## src/rtl/hex_sched_pkg.sv

```systemverilog
// rtl/hex_sched_pkg.sv - shared state encoding, defaults and frame-boundary helper
package hex_sched_pkg;

  typedef enum logic {
    IDLE    = 1'b0,
    PENDING = 1'b1
  } state_t;

  localparam int DATA_LEN_DEF = 128;
  localparam int FC_W         = 16;

  // Top-left pixel request from the st7735 driver marks the start of a frame.
  function automatic logic is_boundary(input logic next_pixel, input logic [8:0] x,
                                       input logic [7:0] y);
    return next_pixel && (x == 9'd0) && (y == 8'd0);
  endfunction

endpackage

```

## src/rtl/rr_arbiter.sv

```systemverilog
// rtl/rr_arbiter.sv - round-robin arbiter, search starts at ptr, one-hot grant plus index
module rr_arbiter #(
  parameter int N_REQ = 2,
  parameter int PW    = (N_REQ > 1) ? $clog2(N_REQ) : 1
) (
  input  logic [N_REQ-1:0] req,
  input  logic [PW-1:0]    ptr,
  output logic [N_REQ-1:0] grant,
  output logic [PW-1:0]    idx,
  output logic             valid
);

  logic [N_REQ-1:0] rot;

  // Rotate so that bit 0 of rot is the requester at ptr.
  assign rot = N_REQ'({req, req} >> ptr);

  function automatic logic [PW-1:0] wrap_add(input logic [PW-1:0] p, input int k);
    int s;
    s = int'(p) + k;
    if (s >= N_REQ) s = s - N_REQ;
    return PW'(s);
  endfunction

  always_comb begin
    valid = 1'b0;
    idx   = '0;
    // Scan downwards so the lowest rotated position (closest to ptr) wins.
    for (int k = N_REQ - 1; k >= 0; k--) begin
      if (rot[k]) begin
        valid = 1'b1;
        idx   = wrap_add(ptr, k);
      end
    end
  end

  assign grant = valid ? (N_REQ'(1) << idx) : '0;

endmodule

```

## src/rtl/hex_frame_scheduler.sv

```systemverilog
// rtl/hex_frame_scheduler.sv - arbitrates display words and commits them to hex_decoder
// HEX_FRAME_SYNC_EN: commit only on a frame boundary; otherwise commit on the edge after grant.
module hex_frame_scheduler
  import hex_sched_pkg::*;
#(
  parameter int N_REQ      = 2,
  parameter int C_data_len = DATA_LEN_DEF
) (
  input  logic                        clk,
  input  logic                        rst,
  input  logic [N_REQ-1:0]            req,
  input  logic [N_REQ*C_data_len-1:0] req_data,
  output logic [N_REQ-1:0]            ack,
  input  logic [8:0]                  x,
  input  logic [7:0]                  y,
  input  logic                        next_pixel,
  output logic [C_data_len-1:0]       display,
  output logic                        busy,
  output logic [FC_W-1:0]             frame_count
);

  localparam int PW = (N_REQ > 1) ? $clog2(N_REQ) : 1;

  state_t                state, state_next;
  logic [PW-1:0]         ptr, next_ptr, grant_idx;
  logic [N_REQ-1:0]      grant;
  logic                  grant_valid, do_grant, do_commit, boundary;
  logic [C_data_len-1:0] data_buf;

  assign boundary = is_boundary(next_pixel, x, y);
  assign busy     = (state == PENDING);
  assign next_ptr = (int'(grant_idx) == N_REQ - 1) ? '0 : grant_idx + 1'b1;

  rr_arbiter #(.N_REQ(N_REQ), .PW(PW)) u_arb (
    .req   (req),
    .ptr   (ptr),
    .grant (grant),
    .idx   (grant_idx),
    .valid (grant_valid)
  );

  always_ff @(posedge clk or posedge rst) begin
    if (rst) state <= IDLE;
    else     state <= state_next;
  end

  always_comb begin
    state_next = state;
    do_grant   = 1'b0;
    do_commit  = 1'b0;
    case (state)
      IDLE: begin
        if (grant_valid) begin
          do_grant   = 1'b1;
          state_next = PENDING;
        end
      end
      PENDING: begin
`ifdef HEX_FRAME_SYNC_EN
        do_commit = boundary;
`else
        do_commit = 1'b1;
`endif
        if (do_commit) state_next = IDLE;
      end
      default: state_next = IDLE;
    endcase
  end

  always_ff @(posedge clk or posedge rst) begin
    if (rst) begin
      ptr         <= '0;
      ack         <= '0;
      data_buf    <= '0;
      display     <= '0;
      frame_count <= '0;
    end else begin
      ack <= do_grant ? grant : '0;
      if (do_grant) begin
        data_buf <= req_data[int'(grant_idx)*C_data_len +: C_data_len];
        ptr      <= next_ptr;
      end
      if (do_commit) display <= data_buf;
      // Counts in every state; wraps naturally at 0xFFFF.
      if (boundary) frame_count <= frame_count + 1'b1;
    end
  end

endmodule

```

## config.mk

```make
export PLATFORM = sky130hd
export DESIGN_NAME = hex_frame_scheduler
export DESIGN_NICKNAME = d
export VERILOG_FILES = /design/src/rtl/hex_sched_pkg.sv /design/src/rtl/rr_arbiter.sv /design/src/rtl/hex_frame_scheduler.sv
export SDC_FILE = /design/constraint.sdc
export NUM_CORES = 1
export LEC_CHECK = 0
export CAP_MARGIN = 10
export CELL_PAD_IN_SITES_DETAIL_PLACEMENT = 0
export CELL_PAD_IN_SITES_GLOBAL_PLACEMENT = 2
export CORE_MARGIN = 2
export CORE_UTILIZATION = 30
export DETAILED_ROUTE_END_ITERATION = 7
export HOLD_SLACK_MARGIN = 0.1
export PLACE_DENSITY = 0.84
export SLEW_MARGIN = 0
export SYNTH_ARGS = -nofsm -noshare
export SYNTH_HDL_FRONTEND = slang
export SYNTH_HIERARCHICAL = 1
export SYNTH_SLANG_ARGS = --single-unit
```

## constraint.sdc

```tcl
create_clock -name clk -period 21.9 [get_ports clk]
set_input_delay 2.19 -clock clk [delete_from_list [all_inputs] [get_ports clk]]
set_output_delay 2.19 -clock clk [all_outputs]
set_load 0.1 [all_outputs]
```

### Yosys cells after proc, flatten, opt, wreduce, memory -nomap -nowiden

Index checks and enable logic that the tools add are counted.

* $add $sub $neg: 5
* bitwise logic cells: 1
* muxes and demuxes: 13
* reductions and logical operators: 4
* $lt $le $gt $ge: 2
* shift-type cells: 3

Operators with widths (number)
* 256-bit by 9-bit variable part select with 128-bit output: 1
* 16-bit by 1-bit adder with 16-bit output (second input constant): 1
* 1-bit two-way mux: 10
* 9-bit logical NOT: 1
* 8-bit logical NOT: 1
* 2-bit two-way mux: 2
* 4-bit by 1-bit >> shifter with 2-bit output: 1
* 1-bit by 1-bit adder with 2-bit output (second input constant): 1
* 1-bit by 2-bit >= comparator with 1-bit output (second input constant): 1
* 2-bit >= comparator (second input constant): 1
* 1-bit logical AND: 2
* 1-bit one-hot mux with 2 select lines: 1
* 1-bit by 1-bit left shift with 2-bit output (first input constant): 1
* 1-bit subtractor (second input constant): 2
* 1-bit adder (second input constant): 1
* 1-bit inverter: 1

* bits of input ports: 278
* word-level logic and storage cells: 34
* output and inout bits: 147
* register bits: 276

### Longest topological paths before layout

Gate-level depths: netlist of run 1.

* word-level depth: 8
* depth in mapped cells: 8
* depth with buffers taken out: 5

### Modules after synthesis

Netlist of run 1, hierarchy kept.

Modules (own cells, without submodules)
* hex_frame_scheduler: sequential area each 6906.6 µm², times used 1, area an instance 11539.8 µm², cells an instance 911
* rr_arbiter: sequential area each 0.0 µm², times used 1, area an instance 32.5 µm², cells an instance 5

### Least setup slack after synthesis of run 1

Ideal clock, no wire load.

* path kind: input-to-reg
* start: input req[1]
* end: register ptr
* setup time: 0.133 ns
* path buffers: 4
* data required time: 21.767 ns
* data arrival time: 3.265 ns
* cell stages on the path: 7
* setup slack: 18.501 ns
* cell sequence: or2_1 > nand2b_1 > clkbuf_1 > buf_2 > buf_2 > buf_2 > o21ai_0

* cells in the longest elaborated chain, start to end: 5
* elaborated cells on any way between the ends: 9
* classes of those cells: 1 x add/sub; 1 x shift; 7 x mux

Ends and longest elaborated chain
* from (decl): RTL line hex_frame_scheduler.sv:11 `input logic [N_REQ-1:0] req,`
* 4-bit by 1-bit >> shifter with 2-bit output *: RTL line rr_arbiter.sv:16 `assign rot = N_REQ'({req, req} >> ptr);`
* 1-bit two-way mux (2 in series): RTL line rr_arbiter.sv:30 `if (rot[k]) begin`
* 1-bit adder / 1-bit two-way mux (equally long branches): RTL line hex_frame_scheduler.sv:32, hex_frame_scheduler.sv:53
* 1-bit two-way mux (on tied branches): RTL line hex_frame_scheduler.sv:32, hex_frame_scheduler.sv:51
* to (signal assigned): RTL line hex_frame_scheduler.sv:81 `ptr <= next_ptr;`
* to (decl): RTL line hex_frame_scheduler.sv:25 `logic [PW-1:0] ptr, next_ptr, grant_idx;`

Every way passes the cells marked *; elsewhere a longest branch is shown, timed or not.
A chain may end at the register's enable or synchronous reset.

### Final worst setup path of run 1

* start: input req[1]
* end: register data_buf[46]

* elaborated cells on any way between the ends: 8
* classes of those cells: 2 x shift; 6 x mux

RTL lines
* 4-bit by 1-bit >> shifter with 2-bit output *: RTL line rr_arbiter.sv:16
* 1-bit two-way mux: RTL line rr_arbiter.sv:30
* 1-bit two-way mux *: RTL line rr_arbiter.sv:30
* via grant_idx: RTL line hex_frame_scheduler.sv:25
* 256-bit by 9-bit variable part select with 128-bit output *: RTL line hex_frame_scheduler.sv:80 `data_buf <= req_data[int'(grant_idx)*C_data_len +: C_data_len];`
* to (signal assigned): RTL line hex_frame_scheduler.sv:80
* to (decl): RTL line hex_frame_scheduler.sv:28 `logic [C_data_len-1:0] data_buf;`

Mark *: on every way through the listed nets, which the timed path passes. The rest lies on a longest branch.

==> results of run 1 <==
## metal layers
metal	up-vias	global-route usage	part of all wire
li1	4004	-	-
met1	3980	0.195	0.42
met2	261	0.264	0.49
met3	42	0.0516	0.077
met4	0	0.0368	0.017
met5	-	0	0
## worst min-delay path by stage
stage / depth (start not counted) / slack [ns] / endpoint / startpoint
after floorplan: 2 / 0.44 / data_buf[0]$_DFFE_PP0N_ / data_buf[0]$_DFFE_PP0N_
after global placement: 2 / 0.46 / data_buf[116]$_DFFE_PP0N_ / data_buf[116]$_DFFE_PP0N_
after detailed placement: 2 / 0.46 / data_buf[97]$_DFFE_PP0N_ / data_buf[97]$_DFFE_PP0N_
after CTS: 2 / 0.48 / data_buf[97]$_DFFE_PP0N_ / data_buf[97]$_DFFE_PP0N_
after global routing: 1 / 0.49 / frame_count[15]$_DFFE_PP0P_ / frame_count[15]$_DFFE_PP0P_
final: 2 / 0.47 / data_buf[48]$_DFFE_PP0N_ / data_buf[48]$_DFFE_PP0N_
## placed cells by master (no fill, tap or decap), types with 3 or more instances in the layout
cell type	count
clkdlybuf4s50_1	424
nand3_1	6
inv_1	5
o21ai_0	129
clkinv_2	6
clkbuf_1	4
buf_4	8
and3_1	3
nand2_1	133
xor2_1	13
clkbuf_8	6
mux2i_1	128
dfrtp_1	275
clkbuf_16	37
bufinv_16	3
nor3_1	3
nor4_1	3
mux2_2	129
nor3_2	7
## registers in the layout (all words and copies together), names as in the netlist
signal       count
data_buf       128
display        128
frame_count     16
ack              2
busy             1
ptr              1
## final cells by class
cell class | count | area (um2) | area share
well taps | 511 | 639 | 0.0367
multi-input cells | 575 | 4350 | 0.250
flip-flops and latches | 276 | 6910 | 0.397
repair buffers | 432 | 4300 | 0.247
clock buffers | 47 | 1020 | 0.0588
clock inverters | 12 | 144 | 0.00827
inverters | 6 | 30.0 | 0.00173
## power breakdown
part | internal (uW) | leakage [uW] | total, uW | switching, uW
sequential | 636 | 0.00339 | 699 | 63.1
clock | 362 | 0.000575 | 575 | 213
combinational | 268 | 0.00354 | 997 | 728
total | 1270 | 0.00750 | 2270 | 1000
## kinds of logic after synthesis
family / after synthesis / share of synthesized area
and+or+nand+nor: 170 / 0.0680
muxes: 257 / 0.236
adders and majority gates: 1 / 0.00108
buffers and inverters: 65 / 0.0288
DFF: 276 / 0.597
AOI/OAI and AO/OA: 132 / 0.0577
xor gates and xnor gates: 15 / 0.0114
## critical path: stages
cell and delay, ns:
clkdlybuf4s50_1 0.51, a21boi_4 0.64, buf_4 0.89, mux2i_1 0.29, o21ai_0 0.13
## through the flow
stage	hold WS, ns	worst slack [ns]	total power, uW	instance area [um2]	instances
finish	0.468	17.46	2270	17400	1859
global route	0.493	17.27	2370	17400	1859
CTS	0.478	17.50	2300	17400	1859
detailed placement	0.464	16.96	1710	16200	1800
global placement	0.456	17.01	1700	16200	1800
floorplan	0.444	12.10	1430	11600	916
==> out/summary.md, run 1 <==
Across all register-to-register paths, the minimum setup slack is 18.89 ns. The worst endpoint data arrival time came out at 4.76 ns. CTS placed an instance of clkbuf_16 at the clock tree root.

TritonCTS built the clock tree. The tools report the initial antenna violation count as 0. The most used flip-flop cell after synthesis is dfrtp_1. Count of flip-flops with a built-in enable after synthesis: 0. Ranked by total cell area, the synthesized netlist is headed by dfrtp_1 (60%), mux2_2 (13%), mux2i_1 (11%), o21ai_0 (5.6%), nand2_1 (4.3%).

Across the VDD grid, the largest voltage drop is 0.0757 mV. For the final max-slew violation count, the log shows 0. The pin count of the biggest net entering global routing came out at 127. By instance count, the leading cell after synthesis is dfrtp_1. After global routing the overflow that remains totals 0. For this design the ratio of total power to cell area is 130 nW/um2. From synthesis to final layout, the design area changed by 50.4%.

The final setup skew came out at 0.0142 ns. In this run the standard cell core region covers 37800 um2. The cell area after synthesis was 11600 um2.

In the final routed layout, each cell accounts on average for 17.0 um. The end of the critical path was data_buf[46]$_DFFE_PP0N_. Counting the buffers created by CTS gives 34. The final-layout setup total negative slack came out at 0 ns. In this run the deepest clock path goes through 3 buffers. The tools report the wire length of the first global-routing pass as 50000 um. After detailed routing, the total wire length is 31500 um. Setup repair after global routing left no endpoint under its margin.

The tools report the via count of the first global-routing pass as 8684. Largest driver fanout on the critical path: 58. Fraction of synthesis flops using an asynchronous set or reset pin: 1.00. Post-route fraction of the period consumed by the critical path: 0.203. The chip height works out to 200 um. At the worst endpoint, the required time is 22.22 ns. In this run the core area contains 71 standard-cell rows. The number of gates resized after CTS was 0. The count of nets left with antenna violations once routing finished came out at 0.

The launch instance of the worst register-to-register path was busy$_DFF_PP0_. The launching element type of the critical path was a primary input. The upper clock frequency limit is 225 MHz. Largest area contributor in the synthesized netlist: dfrtp_1. The critical path starts at req[1]. The top cell type's share of synthesized area is 0.597. The number of input and output port buffers inserted is 424, and the share of synthesized area occupied by flip-flops and latches is 0.597. The tools report the global-route usage over all layers as 0.157. The minimum period implied by the final worst setup slack came out at 4.44 ns. In this run the mean area of a mapped cell was 12.6 um2. The worst slew margin relative to its limit came out at 0.236. The quantity of hold-fixing buffers added after cts is 0, and the distinct cell type count of the synthesized netlist is 30.

The run gives 425 as the top-level port count. Using the TritonRoute via totals, the vias-per-cell ratio works out to 4.46. The synthesized design contains 276 register bits. The run gives 0.767 as the routability-driven placement congestion ratio. In this run, the number of DRC markers left after iteration 0 of detailed routing was 264. In this run the horizontal extent of the chip is 200 um.

Counting every instance in the synthesized netlist gives 916. Buffers added to address setup during post-CTS repair amount to 0. For the pin with the worst max-slew slack, the measured transition is 1.14 ns. For the core utilization of the finished layout, the log shows 0.460. For this design, the sink count on the clock tree is 276. Via count: 8287. The number of cells on the worst reg-to-reg path is 4. The run gives 0.306 as the starting utilization of the core area. For the number of maximum-capacitance violations, the log shows 0. Summed over all nets, the half-perimeter wirelength after detailed placement is 22200 um. In this run the static leakage power is 0.00750 uW. The share of final-layout standard cells stronger than drive strength 1 is 0.154. Kind of path behind the tightest hold check: reg2reg. After detailed routing, the number of remaining DRC violations is 0. The CTS clock-pin slew for the worst setup and hold paths was 0.05 ns. The worst setup path is captured at a register. The hold violation total from the final report came out at 0. The tools report the end of the worst register-to-register path as data_buf[46]$_DFFE_PP0N_. The clock reaches the later pin of the worst-skew pair after 0.51 ns. Number of nets in the synthesized netlist: 1195. For this run, the number of Yosys warnings is 6. The net count of the finished layout is 1604.

The flow ran to the end, and the final reports show no timing, DRC or antenna violations. Counting the fill cells in the layout gives 3576. 0 antenna diodes ended up in the layout. Before antenna repair, the detailed router went through 4 iterations. The floorplan step defined a die boundary enclosing 40200 um2. CTS built an H-tree with a depth of 2. The commonest cells after synthesis are dfrtp_1 (276), nand2_1 (133), mux2_2 (129), o21ai_0 (129), mux2i_1 (128). The number of setup violations in the final report was 0. The critical path in this run is classified as in2reg.
Power figures use the tool's default switching activity.
==> inputs of run 2 (changes only) <==
--- a/config.mk
+++ b/config.mk
@@ -9,10 +9,10 @@
 export CELL_PAD_IN_SITES_DETAIL_PLACEMENT = 0
 export CELL_PAD_IN_SITES_GLOBAL_PLACEMENT = 2
 export CORE_MARGIN = 2
-export CORE_UTILIZATION = 30
+export CORE_UTILIZATION = 28
 export DETAILED_ROUTE_END_ITERATION = 7
 export HOLD_SLACK_MARGIN = 0.1
-export PLACE_DENSITY = 0.84
+export PLACE_DENSITY = 0.79
 export SLEW_MARGIN = 0
 export SYNTH_ARGS = -nofsm -noshare
 export SYNTH_HDL_FRONTEND = slang
==> constraint.sdc (replaced) <==
create_clock -name clk -period 4.3 [get_ports clk]
set_input_delay 0.43 -clock clk [delete_from_list [all_inputs] [get_ports clk]]
set_output_delay 0.43 -clock clk [all_outputs]
set_load 0.1 [all_outputs]
==> out/summary.md, run 2 (same netlist as run 1, synthesis figures left out) <==
The run finished with clean final reports. The number of diodes added for antenna fixing is 0 (unchanged), and the starting utilization of the core area is 0.283 (was 0.306). The overall die width is 207 um (was 200 um).

For the final instance area, the log shows 17500 um2 (was 17400 um2). Actual transition at the worst max-transition pin: 1.09 ns (was 1.14 ns). The CTS clock-pin slew for the worst setup and hold paths is 0.06 ns (was 0.05 ns), and the number of setup violations in the final report is 0 (unchanged). The logs give 22400 um (was 22200 um) for the HPWL after detailed placement and 74 (was 71) for the number of rows in the core area. The largest stage delay on the critical path was 1.18 ns (was 0.89 ns); the worst endpoint data arrival time was 2.13 ns (was 4.76 ns). The cell chosen for the clock root is clkbuf_16 (unchanged).

The number of gates resized after cts is 0 (unchanged). The tools report the launch instance of the worst register-to-register path as ptr$_DFFE_PP0N_ (was busy$_DFF_PP0_). For the final-layout setup total negative slack, the log shows 0 ns (unchanged). The share of final-layout standard cells stronger than drive strength 1 was 0.153 (was 0.154); the wire length of the first global-routing pass was 51700 um (was 50000 um).

The most common cell after layout, fill and taps aside was clkdlybuf4s50_1 (unchanged). For the via count, the log shows 8340 (was 8287). For the detailed-routing iteration count for the pre-antenna-repair pass, the log shows 4 (unchanged). The routed wire length was 32300 um (was 31500 um); the area growth from synthesis to final layout was 51.1% (was 50.4%). The static power due to leakage came out at 0.00752 uW (was 0.00750 uW). Setup repair after global routing left no endpoint under its margin. Crit path cell chain: clkdlybuf4s50_1 (was clkdlybuf4s50_1, a21boi_4, buf_4, mux2i_1, o21ai_0).

The largest driver fanout on the critical path was 5 (was 58). The maximum VDD drop came out at 0.332 mV (was 0.0757 mV). End of the worst register-to-register path: data_buf[47]$_DFFE_PP0N_ (was data_buf[46]$_DFFE_PP0N_). The number of maximum-capacitance violations is 0 (unchanged), and the global-route usage over all layers is 0.152 (was 0.157).

For the final setup skew, the log shows 0.00995 ns (was 0.0142 ns). Kind of path behind the tightest hold check: in2async (was reg2reg). The tools report the worst slew margin relative to its limit as 0.274 (was 0.236). The chip height is 207 um (was 200 um). The standard cell core area was 40800 um2 (was 37800 um2); the aggregate global routing overflow was 0 (unchanged). Derived from the worst setup path, the maximum achievable clock frequency is 390 MHz. The tools report the remaining design rule violation count as 0 (unchanged). Kind of cell adding the most delay to the critical path: buffers and inverters (unchanged).

Ratio of routed vias to standard cells: 4.42 (was 4.46). The post-route fraction of the period consumed by the critical path was 0.596. For the fraction of met3 tracks used by global routing, the log shows 0.0472 (was 0.0516). The busiest layer in global routing is met2 (unchanged). The number of buffers inserted during clock tree synthesis came out at 35 (was 34). Number of input and output port buffers inserted: 424 (unchanged). The final max-slew violation count was 0 (unchanged). Met2 routing resource usage after global routing: 0.246 (was 0.264).

Clock latency on the worst-skew pair: 0.52 ns (was 0.51 ns). The pin count of the biggest net entering global routing is 179 (was 127), and the number of DRC violations after detailed-routing iteration 0 is 323 (was 264). The number of buffers and inverters on the critical path is 1 (was 2), and the global routing met1 resource utilization is 0.192 (was 0.195). The critical path class is reg2out (was in2reg). The length in cells of the worst reg-to-reg path works out to 5 (was 4).

Subtracting the final worst setup slack from the clock period gives 2.56 ns. Post-CTS setup buffer count: 0 (unchanged). The tools report the clock sink count as 276 (unchanged). The endpoint kind of the worst setup timing path is an output pin (was a register). The detail-routed net length per standard cell was 17.1 um (was 17.0 um); the top-level port count was 425 (unchanged). The routability-driven placement congestion ratio came out at 0.739 (was 0.767). Most used cells in the layout excluding fill and tap cells: clkdlybuf4s50_1 (424), dfrtp_1 (275), nand2_1 (133) (unchanged).

The number of buffers on the longest clock path is 3 (unchanged). For the final net count, the log shows 1609 (was 1604). The die outline area came out at 43000 um2 (was 40200 um2). The via count of the first global-routing pass was 8892 (was 8684). For the register-to-register setup slack, the log shows 2.17 ns (was 18.89 ns). The total power per unit cell area was 657 nW/um2 (was 130 nW/um2). Registers with the highest flip-flop counts: data_buf: 128 flops, display: 128 flops, frame_count: 16 flops (unchanged).

The initial antenna violation count came out at 0 (unchanged). The launching element type of the critical path is a register (was a primary input). TritonCTS built the clock tree. The cell with the largest stage delay on the worst path is clkdlybuf4s50_1 (was buf_4). The tools report the required time at the endpoint of the critical path as 3.87 ns (was 22.22 ns). The total number of H-tree levels was 2 (unchanged). The hold violation total from the final report came out at 0 (unchanged). The quantity of hold-fixing buffers added after cts came out at 0 (unchanged). The run gives 16400 um2 (was 16200 um2) as the post-place instance area.

For the remaining antenna violation count, the log shows 0 (unchanged).
[run 2: cell count changes in the layout (fill, tap and decap cells not counted)]
cell,delta
buf_12,+7
buf_4,-3
bufinv_16,-2
clkbuf_1,+6
clkbuf_8,-1
clkinv_2,-2
clkinv_4,+3
clkinvlp_4,-1
inv_6,-1
inv_8,-1
[run 2: worst max path at each step]
stage,cells after the start,slack (ns),endpoint,from
finish,1,1.74,frame_count[4],frame_count[4]$_DFFE_PP0P_
global route,1,1.65,frame_count[2],frame_count[2]$_DFFE_PP0P_
CTS,1,1.69,frame_count[0],frame_count[0]$_DFFE_PP0P_
detailed placement,5,1.69,data_buf[83]$_DFFE_PP0N_,req[1]
global placement,5,1.70,data_buf[83]$_DFFE_PP0N_,req[1]
floorplan,1,0.22,ack[0]$_DFF_PP0_,rst
[run 2: cell type report]
type,instances,area (um2)
flip-flops and latches,276,6910
well taps,532,666
fillers,3911,23300
multi-input cells,575,4350
clock inverters,8,76.3
inverters,6,26.3
repair buffers,436,4420
clock buffers,52,1030
[run 2: layer usage]
layer  up-vias  part of all wire
met5         -                 0
met4         0             0.028
met3        52             0.074
met2       275              0.47
met1      4001              0.43
li1       4012                 -
[run 2: metrics by stage]
stage	total power (uW)	hold WS [ns]	instances	worst slack, ns	util
global placement	8730	0.456	1825	1.70	0.401
floorplan	7300	0.444	916	0.219	-
detailed placement	8760	0.464	1825	1.69	0.401
global route	12000	0.485	1885	1.65	0.428
CTS	11700	0.456	1885	1.69	0.428
finish	11500	0.418	1885	1.74	0.428
[run 2: power by group]
part | total, uW | internal [uW] | leakage (uW) | switching [uW]
clock network | 2830 | 1720 | 0.000546 | 1110
registers | 3560 | 3240 | 0.00339 | 323
logic | 5100 | 1380 | 0.00358 | 3720
total | 11500 | 6340 | 0.00752 | 5150
